<file path="config.mk">
export PLATFORM = sky130hd
export DESIGN_NAME = iobus_timer_intc
export DESIGN_NICKNAME = d
export VERILOG_FILES = /design/src/rtl/iobus_timer_intc.sv
export SDC_FILE = /design/constraint.sdc
export NUM_CORES = 1
export LEC_CHECK = 0
export ABC_AREA = 1
export CAP_MARGIN = 30
export CORE_MARGIN = 1.5
export CORE_UTILIZATION = 55
export CTS_BUF_LIST = sky130_fd_sc_hd__clkbuf_4 sky130_fd_sc_hd__clkbuf_8
export DETAILED_ROUTE_END_ITERATION = 10
export HOLD_SLACK_MARGIN = 0.06
export PLACE_DENSITY = 0.87
export SYNTH_ARGS = -nofsm -noshare
export SYNTH_HDL_FRONTEND = slang
export SYNTH_SLANG_ARGS = --single-unit
</file>
<file path="constraint.sdc">
create_clock -name CLK -period 5.45 [get_ports CLK]
set_input_delay 0.8175 -clock CLK [delete_from_list [all_inputs] [get_ports CLK]]
set_output_delay 0.8175 -clock CLK [all_outputs]
set_load 0.02 [all_outputs]
</file>
<file path="src/rtl/iobus_timer_intc.sv">
// Memory-mapped down-counter timer with prescaler and a level interrupt (PEND & IE).
// Read data is combinational from the address. There is no backpressure: every write is accepted in one cycle.
module iobus_timer_intc #(
   parameter logic [31:0] BASE_ADDR = 32'h1100_0300
) (
   input  logic        CLK,
   input  logic        RST,
   input  logic [31:0] IOBUS_ADDR,
   input  logic [31:0] IOBUS_OUT,
   input  logic        IOBUS_WR,
   output logic [31:0] IOBUS_IN,
   output logic        INTR
);

   logic        r_en;
   logic        r_ar;
   logic        r_ie;
   logic [31:0] r_reload;
   logic [31:0] r_count;
   logic        r_pend;
   logic [7:0]  r_prescale;
   logic [7:0]  r_ps;

   logic w_sel_ctrl, w_sel_reload, w_sel_count, w_sel_status, w_sel_prescale;
   logic w_wr_ctrl, w_wr_reload, w_wr_count, w_wr_status, w_wr_prescale;
   logic w_tick;
   logic w_expire;

   assign w_sel_ctrl     = (IOBUS_ADDR == BASE_ADDR);
   assign w_sel_reload   = (IOBUS_ADDR == BASE_ADDR + 32'h4);
   assign w_sel_count    = (IOBUS_ADDR == BASE_ADDR + 32'h8);
   assign w_sel_status   = (IOBUS_ADDR == BASE_ADDR + 32'hC);
   assign w_sel_prescale = (IOBUS_ADDR == BASE_ADDR + 32'h10);

   assign w_wr_ctrl     = IOBUS_WR & w_sel_ctrl;
   assign w_wr_reload   = IOBUS_WR & w_sel_reload;
   assign w_wr_count    = IOBUS_WR & w_sel_count;
   assign w_wr_status   = IOBUS_WR & w_sel_status;
   assign w_wr_prescale = IOBUS_WR & w_sel_prescale;

   assign w_tick   = r_en & (r_ps == r_prescale);
   // A COUNT write in the same cycle suppresses the expiry as well as the decrement.
   assign w_expire = w_tick & (r_count == 32'h0) & ~w_wr_count;

   always_ff @(posedge CLK) begin
      if (RST) begin
         r_en <= 1'b0;
         r_ar <= 1'b0;
         r_ie <= 1'b0;
      end else if (w_wr_ctrl) begin
         r_en <= IOBUS_OUT[0];
         r_ar <= IOBUS_OUT[1];
         r_ie <= IOBUS_OUT[2];
      end else if (w_expire && !r_ar) begin
         r_en <= 1'b0;
      end
   end

   always_ff @(posedge CLK) begin
      if (RST) begin
         r_reload   <= 32'h0;
         r_prescale <= 8'h0;
      end else begin
         if (w_wr_reload)   r_reload   <= IOBUS_OUT;
         if (w_wr_prescale) r_prescale <= IOBUS_OUT[7:0];
      end
   end

   always_ff @(posedge CLK) begin
      if (RST) begin
         r_ps <= 8'h0;
      end else if (w_wr_ctrl || !r_en || w_tick) begin
         r_ps <= 8'h0;
      end else begin
         r_ps <= r_ps + 8'h1;
      end
   end

   always_ff @(posedge CLK) begin
      if (RST) begin
         r_count <= 32'h0;
      end else if (w_wr_count) begin
         r_count <= IOBUS_OUT;
      end else if (w_tick) begin
         if (r_count != 32'h0) begin
            r_count <= r_count - 32'h1;
         end else if (r_ar) begin
            r_count <= r_reload;
         end
      end
   end

   // Expiry beats a coincident software clear so an event is never lost.
   always_ff @(posedge CLK) begin
      if (RST) begin
         r_pend <= 1'b0;
      end else if (w_expire) begin
         r_pend <= 1'b1;
      end else if (w_wr_status && IOBUS_OUT[0]) begin
         r_pend <= 1'b0;
      end
   end

   always_comb begin
      IOBUS_IN = 32'h0;
      if (w_sel_ctrl)          IOBUS_IN = {29'h0, r_ie, r_ar, r_en};
      else if (w_sel_reload)   IOBUS_IN = r_reload;
      else if (w_sel_count)    IOBUS_IN = r_count;
      else if (w_sel_status)   IOBUS_IN = {31'h0, r_pend};
      else if (w_sel_prescale) IOBUS_IN = {24'h0, r_prescale};
   end

   assign INTR = r_pend & r_ie;

endmodule

</file>
Word-level counts from Yosys, hierarchy flattened --
Index checks and enable logic that the tools add are counted. W data, S select, Z words.
Word-level totals: flip-flop bits (word level) 84, input bits 67, output and inout port bits 33, logic and storage cells 53
Operators by class: add/subtract/negate cells 2, equality and inequality tests 6, multiplexer cells 13, bitwise operators 10, reductions and logical operators 14
Operator list (number):
- $mux W32 | 7
- $eq A32 B29 Y1 const B | 5
- $logic_not A32 Y1 | 1
- $reduce_bool A32 Y1 | 1
- $sub A32 B1 Y32 const B | 1
- $mux W8 | 2
- $and A1 B1 Y1 | 9
- $add A8 B1 Y8 const B | 1
- $eq A8 B8 Y1 | 1
- $reduce_bool A2 Y1 | 3
- $mux W1 | 4
- $reduce_bool A3 Y1 | 1
- $logic_and A1 B1 Y1 | 2
- $logic_not A1 Y1 | 2
- $logic_or A1 B1 Y1 | 2
- $reduce_and A2 Y1 | 1
- $reduce_or A2 Y1 | 1
- $not A1 Y1 | 1

Logic depth before layout (Yosys ltp) --
depth in word-level cells 7, mapped depth 15, gate-level depth less buffers 15

Least setup slack after synthesis --
No wires, ideal clock.
kind input to output, from in IOBUS_ADDR[7], to out IOBUS_IN[11], arrival 2.212 ns, setup slack 2.421 ns, stages on the path 9, buffers on the path 2, cells stage by stage nor2_1 -> nand2_1 -> nor2_2 -> nand3_1 -> nor2_4 -> nand2_2 -> buf_6 -> clkbuf_1 -> o22ai_1
Between the ends: word-level cells in the longest chain between the ends 4
RTL lines:
- start, declared | RTL line 8 | input logic [31:0] IOBUS_ADDR,
- $eq A32 B29 Y1 | RTL line 31 | assign w_sel_count = (IOBUS_ADDR == BASE_ADDR + 32'h8);
- $mux W32 | RTL line 108 | else if (w_sel_count) IOBUS_IN = r_count;
- $mux W32 | RTL line 107 | else if (w_sel_reload) IOBUS_IN = r_reload;
- $mux W32 (*) | RTL line 106 | if (w_sel_ctrl) IOBUS_IN = {29'h0, r_ie, r_ar, r_en};
- end, declared | RTL line 11 | output logic [31:0] IOBUS_IN,
Every way passes the cells marked *; elsewhere a longest branch is shown, timed or not.

Worst setup path after layout --
from in IOBUS_ADDR[23], to out IOBUS_IN[1]
Between the ends: word-level cells in the longest chain between the ends 6
RTL lines:
- $eq A32 B29 Y1 | RTL line 33 | assign w_sel_prescale = (IOBUS_ADDR == BASE_ADDR + 32'h10);
- $mux W8 | RTL line 110 | else if (w_sel_prescale) IOBUS_IN = {24'h0, r_prescale};
- $mux W8 | RTL line 109 | else if (w_sel_status) IOBUS_IN = {31'h0, r_pend};
- $mux W32 | RTL line 108
- $mux W32 | RTL line 107
- $mux W32 (*) | RTL line 106
Marks and branches as above.

==> key figures <==
Global routing
  – Global-route wire length before repair: 29800 um
  – Vias in the first global route: 6198
  – Initial antenna violation count: 0
  – Total track usage: 32.8%
  – Largest net degree at the start of global routing: 56
  – GRT overflow: 0

Final layout
  – Post-route core utilization: 68.7%
  – Share of cells above drive strength 1: 7.63%
  – Nets@finish: 1140
  – Area Growth Syn to Fin: 19.7%
  – Final Non-Filler Cells: 1211
  – Filler cell count: 977
  – Antenna Diode Count: 0

STA
  – Worst slew pin tran: 955 ps
  – Minimum clock period: 4490 ps
  – Final setup viols: 0
  – Hold Vio Cnt, Final: 0
  – Worst Clk Skew: 10.4 ps
  – Worst slew margin: 36.2%
  – Fmax: 223 MHz
  – Setup TNS: 0 ps
  – Pins Over Slew Limit: 0
  – Final period utilization: 82.5%
  – Worst setup margin: 956 ps
  – Unrepaired setup endpoints after global routing: no

Placement
  – HPWL after detailed placement: 13300 um
  – Pre-CTS setup slack: 1020 ps
  – PortBufs: 99
  – Gpl congestion: 1.00
  – Dpl cells: 1195

Clock network
  – Cts hold-fix bufs: 0
  – # resized after CTS: 0
  – CTS tree: done
  – CTS Sinks: 84
  – H-Tree Depth: 3
  – Post-CTS Setup Bufs: 0
  – Clk buf depth: 2
  – Total CTS buffers: 9
  – Worst-Skew Late Latency: 380 ps
  – Clk slew on worst S/H paths: 80 ps
  – Clk root buf: clkbuf_8

Die
  – Num rows: 37
  – Core ar.: 0.0105 mm2
  – Die Y: 107 um
  – Die area: 0.0115 mm2
  – Die width: 107 um
  – I/O pin count: 100
  – Initial Utilization: 57.4%

Worst setup path
  – Slowest stage cell, crit path: clkdlybuf4s50_1
  – FF-to-FF path depth: 14
  – Critical path's top delay family: simple AND/OR/NAND/NOR gates
  – Critical Path AT: 3680 ps
  – Crit-path max cell delay: 640 ps
  – Crit path max fanout: 38
  – Worst reg-to-reg setup slack: 3230 ps
  – Reg2reg start: r_count[0]
  – Buf+Inv Stages, Crit Path: 2
  – Worst Path Required: 4630 ps
  – Critical Path Source: IOBUS_ADDR[23]
  – Crit end category: output pin
  – Reg2reg end: r_count[10]
  – Cell Chain, Critical Path: clkdlybuf4s50_1, nor2_1, nand2_1, nor2_1, nand3_1, nor2_4, nand2_2, o211ai_1, nand2_1, o21ai_0, clkdlybuf4s50_1
  – CP Class: in2out
  – CP startpoint kind: primary input

Logic synthesis
  – Synthesized flop and latch total: 84
  – Sequential fraction of the synthesis area: 28.0%
  – Main flop type after synthesis: dfxtp_1
  – Top cells by area, synth: dfxtp_1 (28%), nand2_1 (15%), nor2_1 (10%), inv_1 (7.6%), o21ai_0 (7.3%)
  – Most frequent cell after synthesis: nand2_1
  – FFs w/ async S/R, synth: 0%
  – Post-synth EDFFs: 0
  – Top cells by count, synth: nand2_1 (233), nor2_1 (163), inv_1 (122), o21ai_0 (87), dfxtp_1 (84)
  – Syn Std Cell Area: 0.00600 mm2
  – Synth area leader: dfxtp_1
  – Avg Inst Size Synth: 6.04 um2
  – Cells after synthesis: 993
  – Mapped Nets: 1063
  – Yosys top cell area share: 28.0%
  – Synthesis Warnings: 0
  – Unique cell type count in the Yosys netlist: 35

Detailed routing
  – DRT Pass-1 Iters: 6
  – Antenna viol nets, final: 0
  – Post-DR wirelength/cell: 15.0 um
  – Post-route DRC: 0
  – Total wire length: 18200 um
  – First DRT Iteration DRCs: 650
  – Via-to-Cell Ratio: 5.58
  – Routed vias: 6762

Hold path
  – Min-delay worst type: reg2reg
  – HP Start: r_reload[26]
  – Min-Delay Endpoint: r_reload[26]
  – Hold path depth: 2

Power and ir drop
  – Overall power after layout: 1.16 mW
  – Leak pwr: 3.17 nW
  – Cell Pwr Density: 162 mW/mm2
  – VDD IR max: 0.000105 V

Job
  – Max cap viols: 0

Outcome
  – Outcome: complete, no violations
## registers in the layout, summed over array words and instances (netlist names)
register    count
r_pend          1
r_count        32
r_en            1
r_ps            8
r_prescale      8
r_ar            1
r_ie            1
r_reload       32
## metal layers
layer,part of all wire [%],global-route usage [%],vias up
li1,-,-,3349
met1,43,45.6,3002
met2,44,50.1,360
met3,10,6.60,51
met4,2.7,12.0,0
met5,0,0,-
## worst min-delay path: cells and delay by family, from the launching register on
| kind | cells | cell delay (ps) |
|---|---|---|
| DFF | 1 | 320 |
| AOI/OAI and AO/OA | 1 | 50 |
| buffers and inverters | 1 | 60 |
## worst max path at each step
stage	end	cells past startpoint
finish	IOBUS_IN[1]	11
global route	IOBUS_IN[1]	11
CTS	IOBUS_IN[1]	11
detailed placement	IOBUS_IN[0]	11
global placement	IOBUS_IN[0]	12
floorplan	IOBUS_IN[11]	9
## cell usage in the layout (no fill, tap or decap), drive strengths merged
master / count
a211oi: 6
a21oi: 59
buf: 5
bufinv: 1
clkbuf: 11
clkdlybuf4s50: 99
clkinv: 5
clkinvlp: 1
dfxtp: 84
ha: 3
inv: 125
nand2: 242
nand3: 68
nand3b: 2
nand4: 19
nor2: 186
nor3: 22
o211ai: 4
o21ai: 89
o22ai: 25
or2: 2
xnor2: 5
xor2: 12
## metrics by stage
stage	hold WS [ps]	instance area, um2
after floorplan	436	6000
after global placement	459	6960
after detailed placement	464	6990
after CTS	477	7190
after global routing	492	7190
final	473	7190
## cell type report
class | instances | area [um2] | share of cell area [%]
multi-input cells | 744 | 3620 | 50.4
clock buffers | 11 | 139 | 1.93
inverters | 127 | 478 | 6.65
well taps | 136 | 170 | 2.37
flip-flops and latches | 84 | 1680 | 23.4
repair buffers | 104 | 1040 | 14.5
clock inverters | 5 | 52.6 | 0.731
## cell families (layout without fill, tap and decap cells)
kind of cell	after synthesis	after routing	synth area share (%)
flip-flops	84	84	28.0
adder cells (fa/ha/maj)	3	3	0.626
AND/OR/NAND/NOR	541	541	39.9
AO/OA/AOI/OAI	183	183	17.3
buffers and inverters	165	247	11.6
XOR/XNOR	17	17	2.48
## report_power, final
| part | internal [mW] | total [mW] | switching [mW] |
|---|---|---|---|
| Clock | 0.220 | 0.462 | 0.242 |
| Sequential | 0.613 | 0.613 | 0.000000000155 |
| Combinational | 0.0498 | 0.0883 | 0.0385 |
Power figures use the tool's default switching activity.
